===== config.mk =====
export PLATFORM = sky130hd
export DESIGN_NAME = mem_arbiter
export DESIGN_NICKNAME = d
export VERILOG_FILES = /design/src/rtl/npc_mem_pkg.sv /design/src/rtl/mem_arb_pick.sv /design/src/rtl/mem_arbiter.sv
export SDC_FILE = /design/constraint.sdc
export NUM_CORES = 1
export LEC_CHECK = 0
export CAP_MARGIN = 20
export CELL_PAD_IN_SITES_DETAIL_PLACEMENT = 0
export CELL_PAD_IN_SITES_GLOBAL_PLACEMENT = 1
export CORE_AREA = 5 5 207 209
export CTS_BUF_LIST = sky130_fd_sc_hd__clkbuf_8
export DETAILED_ROUTE_END_ITERATION = 12
export DIE_AREA = 0 0 212 214
export PLACE_DENSITY = 0.59
export SLEW_MARGIN = 30
export SYNTH_ARGS = -nofsm -noshare
export SYNTH_HDL_FRONTEND = slang
export SYNTH_SLANG_ARGS = --single-unit

===== constraint.sdc =====
create_clock -name clk -period 3 [get_ports clk]
set_input_delay 0.3 -clock clk [delete_from_list [all_inputs] [get_ports clk]]
set_output_delay 0.3 -clock clk [all_outputs]
set_load 0.005 [all_outputs]

===== src/rtl/npc_mem_pkg.sv =====
// Shared types and default widths for the IFU/LSU memory arbiter.
package npc_mem_pkg;

    localparam int MEM_ADDR_W = 64;
    localparam int MEM_DATA_W = 64;

    // IDLE: accept a request; ISSUE: present it to memory; WAIT: await the response
    typedef enum logic [1:0] {
        IDLE  = 2'd0,
        ISSUE = 2'd1,
        WAIT  = 2'd2
    } state_e;

    typedef enum logic {
        OWN_IFU = 1'b0,
        OWN_LSU = 1'b1
    } owner_e;

endpackage


===== src/rtl/mem_arb_pick.sv =====
// Combinational winner select between IFU and LSU.
// On a tie the requester that was not granted last wins; driving
// last_grant with a constant OWN_IFU gives fixed LSU priority.
module mem_arb_pick
    import npc_mem_pkg::*;
(
    input  logic   ifu_valid,
    input  logic   lsu_valid,
    input  owner_e last_grant,
    output owner_e winner
);

    // Tie goes to whoever did not win last; otherwise whoever is asking
    always_comb begin
        winner = OWN_LSU;
        if (ifu_valid && lsu_valid)
            winner = (last_grant == OWN_LSU) ? OWN_IFU : OWN_LSU;
        else if (ifu_valid)
            winner = OWN_IFU;
    end

endmodule


===== src/rtl/mem_arbiter.sv =====
// Two-requester (IFU fetch / LSU load-store) arbiter onto a single memory
// port, one transaction outstanding. Optional feature: define
// MEM_ARB_ROUND_ROBIN_EN for round-robin tie breaking instead of fixed
// LSU priority.
module mem_arbiter
    import npc_mem_pkg::*;
#(
    parameter int ADDR_W = MEM_ADDR_W,
    parameter int DATA_W = MEM_DATA_W
) (
    input  logic                clk,
    input  logic                rst,
    // fetch port (read only)
    input  logic                ifu_req_valid,
    output logic                ifu_req_ready,
    input  logic [ADDR_W-1:0]   ifu_addr,
    output logic                ifu_resp_valid,
    output logic [DATA_W-1:0]   ifu_rdata,
    // load/store port
    input  logic                lsu_req_valid,
    output logic                lsu_req_ready,
    input  logic [ADDR_W-1:0]   lsu_addr,
    input  logic                lsu_we,
    input  logic [DATA_W-1:0]   lsu_wdata,
    input  logic [DATA_W/8-1:0] lsu_wmask,
    output logic                lsu_resp_valid,
    output logic [DATA_W-1:0]   lsu_rdata,
    // memory port
    output logic                mem_req_valid,
    input  logic                mem_req_ready,
    output logic [ADDR_W-1:0]   mem_addr,
    output logic                mem_we,
    output logic [DATA_W-1:0]   mem_wdata,
    output logic [DATA_W/8-1:0] mem_wmask,
    input  logic                mem_resp_valid,
    input  logic [DATA_W-1:0]   mem_rdata
);

    localparam int MASK_W = DATA_W / 8;

    state_e              state_q, state_d;
    owner_e              owner_q;
    owner_e              winner;
    owner_e              last_grant;
    logic                grant;
    logic                resp_fire;
    logic [ADDR_W-1:0]   addr_q;
    logic                we_q;
    logic [DATA_W-1:0]   wdata_q;
    logic [MASK_W-1:0]   wmask_q;

    // No grant while reset is held, so a requester never sees a ready that is dropped
    assign grant     = (state_q == IDLE) && (ifu_req_valid || lsu_req_valid) && !rst;
    assign resp_fire = (state_q == WAIT) && mem_resp_valid;

`ifdef MEM_ARB_ROUND_ROBIN_EN
    owner_e last_grant_q;

    // Remember the most recent winner; starts at IFU so the LSU wins the first tie
    always_ff @(posedge clk) begin
        if (rst)
            last_grant_q <= OWN_IFU;
        else if (grant)
            last_grant_q <= winner;
    end

    assign last_grant = last_grant_q;
`else
    // Pinned to IFU: every tie then resolves to the LSU
    assign last_grant = OWN_IFU;
`endif

    mem_arb_pick u_pick (
        .ifu_valid  (ifu_req_valid),
        .lsu_valid  (lsu_req_valid),
        .last_grant (last_grant),
        .winner     (winner)
    );

    // State register
    always_ff @(posedge clk) begin
        if (rst)
            state_q <= IDLE;
        else
            state_q <= state_d;
    end

    // Next-state: stray responses outside WAIT are ignored
    always_comb begin
        state_d = state_q;
        case (state_q)
            IDLE:    if (grant)         state_d = ISSUE;
            ISSUE:   if (mem_req_ready) state_d = WAIT;
            WAIT:    if (mem_resp_valid) state_d = IDLE;
            default: state_d = IDLE;
        endcase
    end

    // Capture the winning request and its owner at grant; fetches carry no write data
    always_ff @(posedge clk) begin
        if (rst) begin
            owner_q <= OWN_LSU;
            addr_q  <= '0;
            we_q    <= 1'b0;
            wdata_q <= '0;
            wmask_q <= '0;
        end else if (grant) begin
            owner_q <= winner;
            if (winner == OWN_LSU) begin
                addr_q  <= lsu_addr;
                we_q    <= lsu_we;
                wdata_q <= lsu_wdata;
                wmask_q <= lsu_wmask;
            end else begin
                addr_q  <= ifu_addr;
                we_q    <= 1'b0;
                wdata_q <= '0;
                wmask_q <= '0;
            end
        end
    end

    // Outputs: ready only at grant, memory fields from the latch, response routed to owner
    always_comb begin
        ifu_req_ready  = grant && (winner == OWN_IFU);
        lsu_req_ready  = grant && (winner == OWN_LSU);
        mem_req_valid  = (state_q == ISSUE);
        mem_addr       = addr_q;
        mem_we         = we_q;
        mem_wdata      = wdata_q;
        mem_wmask      = wmask_q;
        ifu_resp_valid = resp_fire && (owner_q == OWN_IFU);
        lsu_resp_valid = resp_fire && (owner_q == OWN_LSU);
        ifu_rdata      = ifu_resp_valid ? mem_rdata : '0;
        lsu_rdata      = lsu_resp_valid ? mem_rdata : '0;
    end

endmodule


==> summary.txt <==
Floorplan
  • Initial core utilization: 15.0%
  • Total die area: 45400 um^2
  • Rows: 74
  • Die height: 214 um
  • Die W: 212 um
  • Core area: 40600 um^2
  • IO Count: 541

GRT
  • Total gr overflow: 0
  • GRT Util Overall: 14.5%
  • Met2 Track Usage GR: 27.9%
  • Largest net degree at the start of global routing: 129
  • First-pass GRT wire length: 49.2 mm
  • Initial antenna violation count: 6
  • Global-route met1 utilization: 14.8%
  • Vias in the first global route: 6941
  • M3 GR Usage: 4.54%
  • Most used routing layer in global routing: met2

Setup path
  • Reg2Reg Setup Slack: 1420 ps
  • CP required: 2700 ps
  • Worst Setup End Kind: output port
  • Setup Crit Path Kind: register to output port
  • R2R cell count: 4
  • Reg-to-Reg Start: state_q[1]
  • FF-to-FF End: mem_wdata[14]
  • Critical path launch point type: register
  • Critical Path AT: 2480 ps
  • Critical Path Fanout Max: 34

Detailed routing
  • Iter 0 DRT Violations: 302
  • Vias: 6737
  • WL final: 34.9 mm
  • Vias per inst: 3.89
  • Avg WL per Cell: 20.1 um
  • ANT nets after route: 0
  • DRT Pass-1 Iters: 4
  • Residual DRC: 0

Power
  • Sequential power share: 43.5%
  • Psw: 1.44 mW
  • Ratio of total power to cell area: 388 nW/um^2
  • Logic pwr share: 23.8%
  • Switching Share: 30.2%
  • Clock power frac: 32.8%
  • P_int: 3.34 mW
  • Lkg Pwr: 4.69 nW
  • Peak supply drop: 0.000211 V

Clock tree
  • Clk_lat worst skew: 450 ps
  • Post CTS Setup Buffer Count: 0
  • Post-cts resize count: 0
  • Sink Count: 140
  • Clock Tree Buf Depth: 2
  • Root Driver: clkbuf_8
  • CTS tree: built
  • Clock-pin slew on the worst setup and hold paths: 100 ps
  • Cts bufs inserted: 17
  • Hold buffer count at CTS: 0
  • Clock H-tree levels: 4

STA
  • Relative slew slack: 63.9%
  • TNS Setup: 0 ps
  • Clock Skews: 14.3 ps
  • Unrepaired setup endpoints after global routing: false
  • Max Clk Rate: 359 MHz
  • Post-layout minimum cycle time: 2780 ps
  • Slew @ Worst Pin: 542 ps
  • Final setup viols: 0
  • Hold Fails Final Rpt: 0
  • Count of final max-slew check failures: 0
  • Final period util: 92.7%
  • Min Hold Slack: 331 ps

Yosys
  • Sequential area share after synthesis: 45.9%
  • Synth top area share: 45.9%
  • Largest area contributor in the synthesized netlist: dfxtp_1
  • Yosys cell types: 22
  • Syn Area/Cell: 8.98 um^2
  • Synth top area cells: dfxtp_1 (46%), a22o_1 (20%), and2_1 (13%), nand2_1 (7.9%), o21ai_0 (5.0%)
  • Mapped Nets: 951
  • Synth warn: 0
  • Post-Syn Area: 6110 um^2
  • Cells after synthesis: 680
  • Flops & latches, synth: 140

Placement
  • Placed Area: 11900 um^2
  • Dpl hpwl: 28.0 mm
  • Global placement routability congestion: 0.874
  • Buffers on Ports: 540

Cells and area
  • Commonest cells after routing, fill and taps aside: clkdlybuf4s50_1 (538), dfxtp_1 (140), a22o_1 (137)
  • Multi-input gate area in the final layout: 2930 um^2
  • Share of post-route cells with drive strength above 1: 4.18%
  • Synthesis-to-finish area growth: 102%
  • FF/Latch Area: 2800 um^2
  • Core Util, Final: 30.4%
  • Post-route cell area: 12300 um^2
  • Leading cell type in the layout, fill and taps excluded: clkdlybuf4s50_1
  • Final nets: 1455
  • Layout filler cell count: 4308

Hold path
  • WHS Path Cells: 3
  • Hold Path End: owner_q
  • HP Class: primary input to register
  • Hold Path Origin: lsu_req_valid

Run status
  • Status: finished, final reports clean

Run
  • MaxCap Viol Count: 0
[critical path: stages, from the launching register on]
cell and delay [ps]:
dfxtp_1 500, and4b_2 500, buf_4 330, and2_1 180, clkdlybuf4s50_1 500
[synth_stat cells (all sizes together)]
library cell and n:
nand2 128, and3b 2, a2111oi 1, inv 1
and4bb 1, and4b 1, nor2 4, nor2b 1
o21ai 64, and2 129, buf 44, a22o 137
nor3 1, a21oi 3, clkbuf 22, or2 1
dfxtp 140
[power by group through the flow]
stage	sequential [mW]	combinational [mW]	clock [mW]
final	2.08	1.14	1.57
after CTS	2.08	1.17	1.67
after detailed placement	2.12	1.16	0
after global routing	2.10	1.22	1.73
after floorplan	2.12	0.343	0
after global placement	2.12	1.16	0
[layout make-up]
cell class | count | area share [%]
diodes | 5 | 0.101
inverters | 1 | 0.0304
well taps | 532 | 5.39
clock buffers | 17 | 1.90
multi-input cells | 473 | 23.7
flip-flops and latches | 140 | 22.7
clock inverters | 15 | 1.20
repair buffers | 551 | 44.9
[metrics by stage]
step	instances	power, mW	setup WS, ps
floorplan	680	2.47	1560
global placement	1697	3.28	468
detailed placement	1697	3.28	407
CTS	1729	4.91	153
global route	1733	5.06	19.1
finish	1734	4.78	218
[sequential cells by signal, indices dropped and copies added, names as in the netlist]
name       flops
mem_addr      64
mem_wdata     64
mem_wmask      8
state_q        2
mem_we         1
owner_q        1
[logic make-up (layout without fill, tap and decap cells)]
kind of cell	Yosys count	count (layout)	share of synthesized area (%)
simple gates	268	268	22.4
buf+inv	67	584	6.33
flops	140	140	45.9
other cells	0	5	0
compound gates	205	205	25.3
[worst max path at each step]
stage / slack [ps] / start / cells after the start / endpoint
2_1_floorplan: 1560 / state_q[0] / 5 / ifu_rdata[10]
6_report: 220 / state_q[1] / 4 / lsu_rdata[31]
3_3_place_gp: 470 / mem_resp_valid / 5 / lsu_rdata[44]
4_1_cts: 150 / state_q[1] / 4 / lsu_rdata[31]
3_5_place_dp: 410 / mem_resp_valid / 5 / lsu_rdata[31]
5_1_grt: 20 / state_q[1] / 4 / lsu_rdata[48]
[layer usage]
metal / routed length [um] / share of wire (%)
met1: 12700 / 36
met2: 18800 / 54
met3: 2760 / 7.9
met4: 655 / 1.9
met5: 12 / 0.034
(Power assumes the default switching activity.)
==> patch 1: new RTL, config.mk and constraints unchanged <==
Set the package constant `MEM_ADDR_W` to 60 (it was 64).
--- a/src/rtl/npc_mem_pkg.sv
+++ b/src/rtl/npc_mem_pkg.sv
@@ -3,3 +3,3 @@
 
-    localparam int MEM_ADDR_W = 64;
+    localparam int MEM_ADDR_W = 60;
     localparam int MEM_DATA_W = 64;
Interface: changed (resized ifu_addr, lsu_addr and mem_addr); port bits go from 541 to 529. No check against the original RTL was run, so the function may have changed too.
==> patch 1 against the unedited design <==
Final area decreased by 2.5%; sequential power decreased by 3%; global-route usage fell by 0.20 points; routed wire length down 1.6%; area after synthesis shrank 4.1%; setup slack improved by 150 ps; die area did not move; power shrank 0.90%; sequential cell count fell by 4; count of clock-buffer cells in the layout stayed put; hold slack worse by 64 ps; final cell count fell by 2.0%; highest routed layer unchanged; core utilization down 0.74 points.
==> patch 1: results (changes against the unedited design) <==
Yosys
The share of the yosys chip area belonging to registers is 46.5% (was 45.9%). The async set-or-reset flop fraction in the synthesized netlist is 0% (unchanged). Top cell types by occurrence after synthesis: 136 x sky130_fd_sc_hd__dfxtp_1, 133 x sky130_fd_sc_hd__a22o_1, 129 x sky130_fd_sc_hd__and2_1 (was 140 x sky130_fd_sc_hd__dfxtp_1, 137 x sky130_fd_sc_hd__a22o_1, 129 x sky130_fd_sc_hd__and2_1). The number of nets produced by synthesis was 920 (was 951). The number of synthesis warnings is 0 (unchanged). Top cells by area in the synthesized netlist: sky130_fd_sc_hd__dfxtp_1 46%, sky130_fd_sc_hd__a22o_1 20%, sky130_fd_sc_hd__and2_1 14%, sky130_fd_sc_hd__nand2_1 7.7%, sky130_fd_sc_hd__o21ai_0 5.1% (was sky130_fd_sc_hd__dfxtp_1 46%, sky130_fd_sc_hd__a22o_1 20%, sky130_fd_sc_hd__and2_1 13%, sky130_fd_sc_hd__nand2_1 7.9%, sky130_fd_sc_hd__o21ai_0 5.0%). The count of unique library cells instantiated by Yosys is 21 (was 22).

Cells and area
The final-stage net count is 1412 (was 1455). The filler cell count in the final layout is 4329 (was 4308). The fraction of layout cells with a size suffix above 1 is 3.79% (was 4.18%).

Route
The first-pass detailed-route iteration total came to 5 (was 4). The total wire length after detailed routing was 34300 um (was 34900 um). The initial DRC count is 267 (was 302). The detail-routed via count per cell is 3.93 (was 3.89).

Worst hold path
The worst hold-check path type is input port to flop (unchanged).

Clock network
The cell chosen for the clock root is sky130_fd_sc_hd__clkbuf_8 (unchanged). The post-cts sizing count is 0 (unchanged). The buffer count from post-CTS setup fixing is 0 (unchanged). Clock-pin slew was measured on the worst setup and hold paths at about 90 ps. The CTS buffer count was 17 (unchanged). The H-tree depth reported by CTS is 4 (unchanged). The clock reaches the later pin of the worst-skew pair after approximately 460 ps. The maximum buffer depth of the clock tree is 2 (unchanged).

Critical path
The cell with the biggest individual delay on the critical path is sky130_fd_sc_hd__clkdlybuf4s50_1 (was sky130_fd_sc_hd__dfxtp_1). The worst-path maximum fanout is 65 (was 34). The highest cell delay on the worst timing path is 540 ps (was 500 ps).

The worst endpoint data arrival time is 2340 ps (was 2480 ps).

Global routing
The wire length of the first global-routing pass came to 48000 um (was 49200 um). The via count of the first global-routing pass is 6838 (was 6941). The overall routing resource usage was 14.3% (was 14.5%). The initial antenna violation count is 19 (was 6). The maximum number of pins on one net before global-route repair came to 88 (was 129).

Placement
The global placer's final weighted congestion came to 0.899 (was 0.874). The worst slack at placement is 527 ps (was 407 ps). The HPWL after detailed placement is 27600 um (was 28000 um).

The number of buffers inserted by port buffering was 528 (was 540).

Power and ir drop
The highest ir drop seen on vdd is 0.227 mV (was 0.211 mV). The leakage dissipation is 4.56 nW (was 4.69 nW).

STA
The final worst clock skew was 11.0 ps (was 14.3 ps). The relative slew slack is 42.5% (was 63.9%). The summed negative setup slack over all endpoints is 0 ps (unchanged).

Run status
Status: completed (unchanged).
[patch 1: cell families (layout without fill, tap and decap cells)]
family | after synthesis | in the layout | share of synthesized area, %
AOI/OAI and AO/OA | 197 | 197 | 25.6
buffers and inverters | 64 | 569 | 5.06
DFF | 136 | 136 | 46.5
and+or+nand+nor | 260 | 260 | 22.9
other | 0 | 6 | 0
[patch 1: cell type report]
type	count	area (um2)	share of cell area, %
clock buffers	17	234	1.94
clock inverters	15	176	1.47
inverters	1	3.75	0.0312
repair buffers	536	5380	44.7
multi-input cells	457	2840	23.6
well taps	532	666	5.53
diodes	6	15.0	0.125
flip-flops and latches	136	2720	22.6
[patch 1: stage by stage]
stage / cells / instance area [um2] / utilization [%]
after floorplan: 657 / 5860 / -
after global placement: 1662 / 11600 / 28.6
after detailed placement: 1662 / 11600 / 28.6
after CTS: 1694 / 12000 / 29.6
after global routing: 1698 / 12000 / 29.6
final: 1700 / 12000 / 29.6
[patch 1: worst max-delay path: cells and delay by family (launching register included)]
kind	cells	cell delay [ps]
flops	1	500
buf+inv	2	800
simple gates	2	560
[patch 1: report_power, final]
group,total [mW],internal (mW),switching (mW)
sequential,2.02,1.94,0.0758
combinational,1.08,0.686,0.397
clock,1.64,0.826,0.815
[patch 1: path summary, 6_finish.rpt]
| path | depth (start not counted) | to | start | slack (ps) |
|---|---|---|---|---|
| setup reg to reg | 4 | mem_wmask[6]$_SDFFE_PP0P_ | state_q[1]$_SDFFE_PP0P_ | 1050 |
| setup / recovery | 4 | lsu_rdata[12] | state_q[1]$_SDFFE_PP0P_ | 360 |
| hold reg to reg | 1 | mem_wdata[17]$_SDFFE_PP0P_ | mem_wdata[17]$_SDFFE_PP0P_ | 480 |
| hold / removal | 3 | owner_q$_SDFFE_PP1P_ | ifu_req_valid | 270 |
[patch 1: metal layers]
metal,up-vias,wire length [um],track usage (%)
met2,336,18500,27.5
met1,3006,12000,14.1
met3,50,3100,5.54
met5,-,86,0
met4,10,667,4.02
li1,3272,-,-
==> patch 2: new RTL, same settings <==
Without the edit above. Re-encode `state_e` (3 states) as one-hot, 3 bits wide.
--- a/src/rtl/npc_mem_pkg.sv
+++ b/src/rtl/npc_mem_pkg.sv
@@ -7,6 +7,6 @@
     // IDLE: accept a request; ISSUE: present it to memory; WAIT: await the response
-    typedef enum logic [1:0] {
-        IDLE  = 2'd0,
-        ISSUE = 2'd1,
-        WAIT  = 2'd2
+    typedef enum logic [2:0] {
+        IDLE  = 3'b001,
+        ISSUE = 3'b010,
+        WAIT  = 3'b100
     } state_e;
Check against the original RTL: no difference found for any inputs over 4 cycles, from zero or initial values and one cycle with rst high; so few cycles prove little.
==> patch 2 against the unedited design <==
Power increased by 4.0%; hold slack better by 110 ps; sequential cell count up 1; routed wire length shrank 7.2%; via count decreased by 1.4%; final area is 1.9% higher; setup slack better by 160 ps; area after synthesis grew 2.5%; largest cell class unchanged; highest routed layer unchanged.
==> patch 2: results (changes against the unedited design) <==
Global routing
The overall routing resource usage is 13.4% (was 14.5%). The via count of the first global-routing pass came to 6805 (was 6941). The maximum number of pins on one net before global-route repair is 90 (was 129). The initial antenna violation count is 7 (was 6). The wire length of the first global-routing pass was 46500 um (was 49200 um).

Yosys
The share of the yosys chip area belonging to registers was 45.1% (was 45.9%). The number of nets produced by synthesis is 914 (was 951). The async set-or-reset flop fraction in the synthesized netlist was 0% (unchanged). The count of unique library cells instantiated by Yosys came to 27 (was 22).

The top flip-flop cell by instance count after synthesis is sky130_fd_sc_hd__dfxtp_1 (unchanged). The number of synthesis warnings is 0 (unchanged). Top cell types by occurrence after synthesis: 141 x sky130_fd_sc_hd__dfxtp_1, 130 x sky130_fd_sc_hd__and2_1, 88 x sky130_fd_sc_hd__a22o_1 (was 140 x sky130_fd_sc_hd__dfxtp_1, 137 x sky130_fd_sc_hd__a22o_1, 129 x sky130_fd_sc_hd__and2_1). Top cells by area in the synthesized netlist: sky130_fd_sc_hd__dfxtp_1 45%, sky130_fd_sc_hd__and2_1 13%, sky130_fd_sc_hd__a22o_1 12%, sky130_fd_sc_hd__mux2i_1 7.8%, sky130_fd_sc_hd__a211oi_1 4.8% (was sky130_fd_sc_hd__dfxtp_1 46%, sky130_fd_sc_hd__a22o_1 20%, sky130_fd_sc_hd__and2_1 13%, sky130_fd_sc_hd__nand2_1 7.9%, sky130_fd_sc_hd__o21ai_0 5.0%).

STA
The final worst clock skew is 13.1 ps (was 14.3 ps). The post-route clock period utilization is 87.3% (was 92.7%). The final worst hold slack is 443 ps (was 331 ps). The transition at the pin with the smallest max-transition slack came to 840 ps (was 542 ps).

Clock network
The buffer count from post-CTS setup fixing is 0 (unchanged).

Power and ir drop
The total power draw was 4.98 mW (was 4.78 mW). The highest ir drop seen on vdd came to 0.256 mV (was 0.211 mV). The power in sequential cells came to 2.14 mW (was 2.08 mW). The leakage dissipation came to 4.77 nW (was 4.69 nW). The net load switching power is 1.46 mW (was 1.44 mW).

Route
The initial DRC count is 336 (was 302). The wire length on met3 was 3200 um (was 2760 um). The met2 routed wirelength is 15400 um (was 18800 um). The post-detailed-route wirelength per cell is 19.1 um (was 20.1 um). The met1 routed wirelength after detailed routing is 13400 um (was 12700 um). The first-pass detailed-route iteration total is 4 (unchanged).

The vias after detailed routing is 6642 (was 6737).

Critical path
The highest cell delay on the worst timing path is 660 ps (was 500 ps). The worst endpoint data arrival time is 2320 ps (was 2480 ps). The worst-path maximum fanout is 8 (was 34). The cell with the biggest individual delay on the critical path is sky130_fd_sc_hd__clkdlybuf4s50_1 (was sky130_fd_sc_hd__dfxtp_1). The internal reg-to-reg setup slack came to 850 ps (was 1420 ps).

Run status
Status: completed (unchanged).

Placement
The worst slack at placement came to 683 ps (was 407 ps). The HPWL after detailed placement is 25400 um (was 28000 um). The global placer's final weighted congestion is 0.864 (was 0.874).

Cells and area
The fraction of layout cells with a size suffix above 1 is 5.43% (was 4.18%). The final-stage net count was 1419 (was 1455).
[patch 2: logic make-up after synthesis]
logic type             Yosys count  share of synthesized area (%)
AOI/OAI and AO/OA              207                           25.0
and+or+nand+nor                174                           16.5
DFF                            141                           45.1
buffers and inverters           72                           5.63
muxes                           49                           7.83
[patch 2: worst max-delay path: cells and delay by family (launching register included)]
family        cells  cell delay, ps
buf+inv           2             870
flops             1             510
simple gates      2             490
[patch 2: per-layer routing]
metal,GRT usage (%),vias to the layer above
li1,-,3321
met1,16.0,2996
met2,22.4,292
met3,5.65,29
met4,3.22,4
met5,0,-
[patch 2: layout make-up]
type,instances,area (um2)
Timing Repair Buffer,555,5590
Sequential cell,141,2820
Multi-Input combinational cell,430,3090
Inverter,3,11.3
Antenna cell,4,10.0
Clock inverter,14,153
Fill cell,4305,28100
Tap cell,532,666
Clock buffer,17,234
[patch 2: metrics by stage]
| stage | std cells | area [um2] | utilization [%] |
|---|---|---|---|
| floorplan | 643 | 6260 | - |
| global placement | 1661 | 12200 | 30.0 |
| detailed placement | 1661 | 12200 | 30.0 |
| CTS | 1692 | 12600 | 30.9 |
| global route | 1694 | 12600 | 30.9 |
| finish | 1696 | 12600 | 30.9 |
[patch 2: path summary, 6_finish.rpt]
kind,endpoint,cells after the start,startpoint
worst min register to register,mem_wdata[25]$_SDFFE_PP0N_,1,mem_wdata[25]$_SDFFE_PP0N_
worst max register to register,mem_wdata[0]$_SDFFE_PP0N_,5,state_q[0]$_SDFFE_PP1P_
worst min-delay path,mem_wmask[4]$_SDFFE_PP0N_,2,lsu_wmask[4]
worst max-delay path,ifu_req_ready,4,state_q[0]$_SDFFE_PP1P_
